### config.mk
export PLATFORM = sky130hd
export DESIGN_NAME = priority_encoder_seq
export DESIGN_NICKNAME = d
export VERILOG_FILES = /design/src/rtl/priority_encoder_seq.sv
export SDC_FILE = /design/constraint.sdc
export NUM_CORES = 1
export LEC_CHECK = 0
export BUFFER_PORTS_ARGS = -buffer_cell sky130_fd_sc_hd__buf_2
export CAP_MARGIN = 20
export CORE_ASPECT_RATIO = 0.8
export CORE_MARGIN = 4
export CORE_UTILIZATION = 45
export DETAILED_ROUTE_END_ITERATION = 8
export GPL_TIMING_DRIVEN = 0
export MAX_ROUTING_LAYER = met4
export PLACE_DENSITY_LB_ADDON = 0.1
export SLEW_MARGIN = 0
export SYNTH_ARGS = -nofsm -noshare
export SYNTH_HDL_FRONTEND = slang
export SYNTH_SLANG_ARGS = --single-unit
export TNS_END_PERCENT = 5
### constraint.sdc
create_clock -name clk -period 1.52 [get_ports clk]
set_clock_uncertainty 0.15 [all_clocks]
set_input_delay 0.076 -clock clk [delete_from_list [all_inputs] [get_ports clk]]
set_output_delay 0.076 -clock clk [all_outputs]
set_load 0.005 [all_outputs]
### src/rtl/priority_encoder_seq.sv
// Registered priority encoder: captures an N-bit request vector, then emits one index per beat.
// Optional build macro PRIO_LSB_FIRST_EN selects lowest-index-first ordering.
//
// state | meaning
// IDLE  | ready to capture a request vector, no beat offered
// BUSY  | emitting beats for the captured vector, capture blocked
module priority_encoder_seq #(
    parameter int N     = 8,
    parameter int IDX_W = 3
) (
    input  logic             clk,
    input  logic             rst_n,
    input  logic             req_valid,
    output logic             req_ready,
    input  logic [N-1:0]     req,
    output logic             out_valid,
    input  logic             out_ready,
    output logic [IDX_W-1:0] out_idx,
    output logic             out_last,
    output logic             out_zero
);

    if (N < 2 || N > 64 || IDX_W != $clog2(N)) begin : g_bad_param
        $error("priority_encoder_seq: N must be 2..64 and IDX_W must equal clog2(N)");
    end

    typedef enum logic {IDLE = 1'b0, BUSY = 1'b1} state_t;

    state_t           state_q, state_d;
    logic [N-1:0]     pend_q, pend_d;
    logic             zflag_q, zflag_d;
    logic [IDX_W-1:0] win_idx;
    logic             single;
    logic [N-1:0]     clr_mask;

    always_comb begin
        win_idx = '0;
`ifdef PRIO_LSB_FIRST_EN
        for (int i = N - 1; i >= 0; i--) begin
            if (pend_q[i]) win_idx = IDX_W'(i);
        end
`else
        for (int i = 0; i < N; i++) begin
            if (pend_q[i]) win_idx = IDX_W'(i);
        end
`endif
    end

    // At most one bit set means the current beat drains the vector.
    assign single   = ((pend_q & (pend_q - N'(1))) == '0);
    assign clr_mask = N'(1) << win_idx;

    always_comb begin
        state_d   = state_q;
        pend_d    = pend_q;
        zflag_d   = zflag_q;
        req_ready = 1'b0;
        out_valid = 1'b0;
        out_idx   = '0;
        out_last  = 1'b0;
        out_zero  = 1'b0;
        case (state_q)
            IDLE: begin
                req_ready = 1'b1;
                if (req_valid) begin
                    pend_d  = req;
                    zflag_d = (req == '0);
                    state_d = BUSY;
                end
            end
            BUSY: begin
                out_valid = 1'b1;
                out_idx   = win_idx;
                out_last  = single;
                out_zero  = zflag_q;
                if (out_ready) begin
                    if (single) begin
                        pend_d  = '0;
                        zflag_d = 1'b0;
                        state_d = IDLE;
                    end else begin
                        pend_d = pend_q & ~clr_mask;
                    end
                end
            end
            default: state_d = IDLE;
        endcase
    end

    always_ff @(posedge clk or negedge rst_n) begin
        if (!rst_n) begin
            state_q <= IDLE;
            pend_q  <= '0;
            zflag_q <= 1'b0;
        end else begin
            state_q <= state_d;
            pend_q  <= pend_d;
            zflag_q <= zflag_d;
        end
    end

endmodule

# [Word level (Yosys, flattened, before mapping)]
# Cells that the tools add are included.
[word_totals] reg_bits=10 input_bits=12 output_inout_bits=7 word_cells=40
[classes] addsub=1 n_eq_ne=3 shifts=1 n_mux=24 bitwise_logic=4 reduce_logical=4
[op_table] operator="two-way mux 8 bit" count=3
[op_table] operator="two-way mux 3 bit" count=6
[op_table] operator="AND 8 bit" count=2
[op_table] operator="logical NOT 8 bit" count=2
[op_table] operator="one-hot mux 8 bit (2 select lines)" count=1
[op_table] operator="two-way mux 1 bit" count=11
[op_table] operator="inverter 8 bit" count=1
[op_table] operator="<< shifter 1 x 3 -> 8 bit, first input constant" count=1
[op_table] operator="subtractor 8 x 1 -> 8 bit, second input constant" count=1
[op_table] operator="inequality test 2 bit, second input constant" count=2
[op_table] operator="one-hot mux 1 bit (2 select lines)" count=2
[op_table] operator="AND reduction 3 bit" count=1
[op_table] operator="two-way mux 2 bit" count=1
[op_table] operator="inequality test 2 x 1 -> 1 bit, second input constant" count=1
[op_table] operator="AND reduction 2 bit" count=1
[op_table] operator="inverter 1 bit" count=1

# [Depth between registers and ports, before layout]
[depth] ltp_word=13 ltp_mapped=6

# [Worst setup path after synthesis]
# No wires, ideal clock.
[synth_timing] path_kind="flip-flop to flip-flop" startpoint="register pend_q[6]" endpoint="register pend_q[1]" setup_time_ps=121 arrival_time_ps=1359 path_slack_ps=-110 path_stages_with_launch=7 path_buffers=1 path_cell_list="dfrtp_1 -> buf_6 -> nor4_4 -> a21oi_2 -> nand3b_4 -> a31o_1 -> a22o_1"
[synth_via] elab_chain_cells=8 word_cells_on_any_way=11 cone_classes="add/sub (1); shift (1); mux (5); bitwise (3); reduce/logical (1)"
[synth_rtl] item="start, declared" line="30" text="logic [N-1:0] pend_q, pend_d;"
[synth_rtl] item="start signal, assigned" line="97" text="pend_q <= pend_d;"
[synth_rtl] item="branches (longest 5 deep; another with subtractor 8 x 1 -> 8 bit)"
[synth_rtl] item="two-way mux 8 bit (*)" line="77" text="if (single) begin"
[synth_rtl] item="two-way mux 8 bit (*)" line="76" text="if (out_ready) begin"
[synth_rtl] item="one-hot mux 8 bit (2 select lines) (*)" line="62" text="case (state_q)"
# Every way passes the cells marked *. The select of a mux whose other input is x is not followed.
# A chain may end at the register's enable or synchronous reset.

# [Final worst setup path]
[layout_timing] startpoint="register pend_q[7]" endpoint="output out_last"
[layout_via] elab_chain_cells=4
[layout_rtl] item="subtractor 8 x 1 -> 8 bit" line="50" text="assign single = ((pend_q & (pend_q - N'(1))) == '0);"
[layout_rtl] item="AND 8 bit (*)" line="50"
[layout_rtl] item="logical NOT 8 bit (*)" line="50"
[layout_rtl] item="two-way mux 1 bit (*)" line="62"
[layout_rtl] item="end, declared" line="19" text="output logic out_last,"
# Mark *: on every way between the ends. The rest lies on a longest branch, timed or not.

==> impl_metrics.csv <==
group,metric,value,unit
global_route,grt_pass1_vias,652,
cells_and_area,regArea,250,sq um
cells_and_area,fillers,128,
power_and_ir_drop,ir_worst_vdd,1220,uV
drt,wirelength,2010,microns
cells_and_area,n_antenna_cell,0,
clock_network,clkSlewWorstSetupHoldPaths,70,ps
place,port_buffers,18,
cells_and_area,post-route-util,0.692,
worst_setup_path,path_class,"flip-flop to output pin",
worst_setup_path,cp_data_required_time,1290,ps
hold_path,hold_path.class,"input port to flip-flop",
clock_network,worstSkewPairLatency,280,ps
floorplanning,die_h,44.2,microns
worst_setup_path,reg2reg_depth,5,
drt,vias,768,
status,violations,"setup timing",
timing,max_freq,556,MHz
worst_setup_path,r2r_end,"pend_q[3]$_DFFE_PN0P_",
place,dpl.cell_count,119,
yosys,synthesis.nets,92,
power_and_ir_drop,pwr_density_cell,2000,nW/um^2
place,placement.setup.worst_slack,-226,ps
drt,firstDrtPassIters,4,
clock_network,cts.root.buffer_cell,"clkbuf_4",
cells_and_area,drive_gt1_frac,0.386,
timing,max_slew_margin,0.674,
cells_and_area,final_cells,135,
cells_and_area,final_common_cell,"buf_2",
worst_setup_path,cp_max_fo,8,
global_route,grt_overflow,0,
floorplanning,start_util,0.501,
yosys,yosysTopAreaCellShare,0.340,
clock_network,clockBufferDepth,2,
yosys,synth.area.top_cells,"dfrtp_1, a21oi_1, buf_6",
place,hpwl,1380,microns
power_and_ir_drop,p_leak,0.467,nW
timing,rsz0062_at_grt,"true",
yosys,synthCells,80,
cells_and_area,area_growth,38.2,%
global_route,grt_max_degree,11,
yosys,syn_area_per_cell,9.21,sq um
flow_run,maxCapViolCount,0,
yosys,ys_seq_area_frac,0.340,
timing,tightest_slew,489,ps
timing,finalSetupTns,-1930,ps
timing,slew_viol_final,0,
worst_setup_path,critPathLaunch,"pend_q[7]$_DFFE_PN0P_",
global_route,grt_pass1_wl,3170,microns
floorplanning,die_x,53.2,microns
yosys,synth-warning-count,0,
place,placed_area,853,sq um
floorplanning,die_area,2350,sq um
worst_setup_path,crit_arrival,1570,ps
yosys,synth_top_area_cell,"dfrtp_1",
status,status,"complete, but fails checks",
global_route,grt_usage,0.191,
drt,routed_via_density,5.69,
drt,drc,0,
clock_network,htree_levels,1,
floorplanning,io_pins,19,
timing,post-route-period-util,1.18,
clock_network,cts_tree,"done",
worst_setup_path,r2r_setup_slack,-220,ps
yosys,syn_area,737,sq um
timing,layout_setup_ws,-278,ps
timing,timing_hold_violations_final,0,
cells_and_area,design_area,1020,sq um
floorplanning,core_area,1470,sq um
drt,wl_per_cell,14.9,microns
global_route,antenna_found_initial,0,
worst_setup_path,cp-start-kind,"flip-flop",
timing,whs,15.2,ps
drt,antenna_left,0,
timing,min_period,1800,ps
floorplanning,row_count,12,
drt,drt_iter0_drc,36,
clock_network,cts_buffers,3,
worst_setup_path,worstSetupEndpointType,"output pin",
timing,setup_viol,11,
clock_network,cts_sinks,10,
yosys,synth_cell_types,37,
yosys,ys_seq_elements,10,
cells_and_area,multi_input_area,443,sq um
place,gp_congestion,0.884,
worst_setup_path,r2r-start,"pend_q[7]$_DFFE_PN0P_",
power_and_ir_drop,finalPower,2.04,mW
cells_and_area,mostFrequentLayoutCells,"buf_2, dfrtp_1, dlygate4sd3_1",
worst_setup_path,crit_path_end,"out_last",
hold_path,min_delay_path_depth,4,
cells_and_area,nets,127,
kinds of logic after synthesis:
kind of cell / after synthesis / share of synthesized area
AND/OR/NAND/NOR: 29 / 0.261
AO/OA/AOI/OAI: 28 / 0.270
buffers and inverters: 10 / 0.0832
flip-flops: 10 / 0.340
multiplexers: 3 / 0.0458
metal layers:
metal	vias up	share of wire	GRT usage
met3	2	0.10	0.0606
li1	365	-	-
met1	357	0.42	0.277
met2	44	0.47	0.262
met4	0	0.0050	0.0306
met5	-	0	-
synth_stat cells:
| cell type | n |
|---|---|
| a21oi_1 | 7 |
| a21oi_2 | 1 |
| a22o_1 | 3 |
| a22o_2 | 1 |
| a31o_1 | 2 |
| a31oi_1 | 3 |
| and2_1 | 3 |
| and4b_1 | 1 |
| buf_1 | 1 |
| buf_2 | 1 |
| buf_6 | 3 |
| clkbuf_1 | 1 |
| dfrtp_1 | 10 |
| inv_1 | 4 |
| mux2i_1 | 2 |
| mux2i_2 | 1 |
| nand2_1 | 4 |
| nand2b_1 | 1 |
| nand3_1 | 2 |
| nand3b_4 | 1 |
| nand4b_1 | 1 |
| nor2_1 | 7 |
| nor2_4 | 1 |
| nor2b_1 | 2 |
| nor3_1 | 2 |
| nor3_2 | 1 |
| nor4_1 | 2 |
| nor4_4 | 1 |
| o2111ai_1 | 1 |
| o21ai_0 | 2 |
| o21ai_1 | 1 |
| o22a_2 | 1 |
| o22ai_1 | 1 |
| o2bb2ai_1 | 1 |
| o31a_2 | 1 |
| o31ai_1 | 2 |
| o41ai_1 | 1 |
area by class of cell:
cell class / count / share of cell area
Tap cell: 21 / 0.0258
Clock buffer: 4 / 0.0356
Sequential cell: 10 / 0.246
Timing Repair Buffer: 30 / 0.197
Inverter: 4 / 0.0147
Multi-Input combinational cell: 60 / 0.435
Buffer: 6 / 0.0467
worst max-delay path: stages, from the launching register on:
cell and delay (ps):
dfrtp_1 370, buf_6 140, nor4_4 320, a21oi_2 70, nand3b_4 180, nor2_2 80
buf_2 120
flip-flops by register name, indices dropped and copies added (netlist names):
name,count
pend_q,8
state_q,1
zflag_q,1
power breakdown:
group          internal (mW)  total [mW]  switching, mW
registers              0.363       0.467          0.104
logic                  0.631        1.32          0.688
clock network          0.146       0.249          0.103
what timing repair did:
item / CTS / global route
pin swaps: 6 / 1
resized for setup: 2 / 4
endpoints found under the setup margin: 11 / 11
hold endpoints to repair: 17 / 0
hold buffers: 8 / 0
cloned: 0 / 0
buffers inserted: 3 / 1
worst min path at each step:
| stage | slack (ps) | from | end |
|---|---|---|---|
| finish | 20 | req[3] | pend_q[3]$_DFFE_PN0P_ |
| global route | 20 | req[3] | pend_q[3]$_DFFE_PN0P_ |
| CTS | 6 | req[3] | pend_q[3]$_DFFE_PN0P_ |
| detailed placement | -200 | rst_n | state_q$_DFF_PN0_ |
| global placement | -200 | rst_n | state_q$_DFF_PN0_ |
| floorplan | -370 | rst_n | pend_q[0]$_DFFE_PN0P_ |
Note: power is estimated with default switching activity, not from simulation.
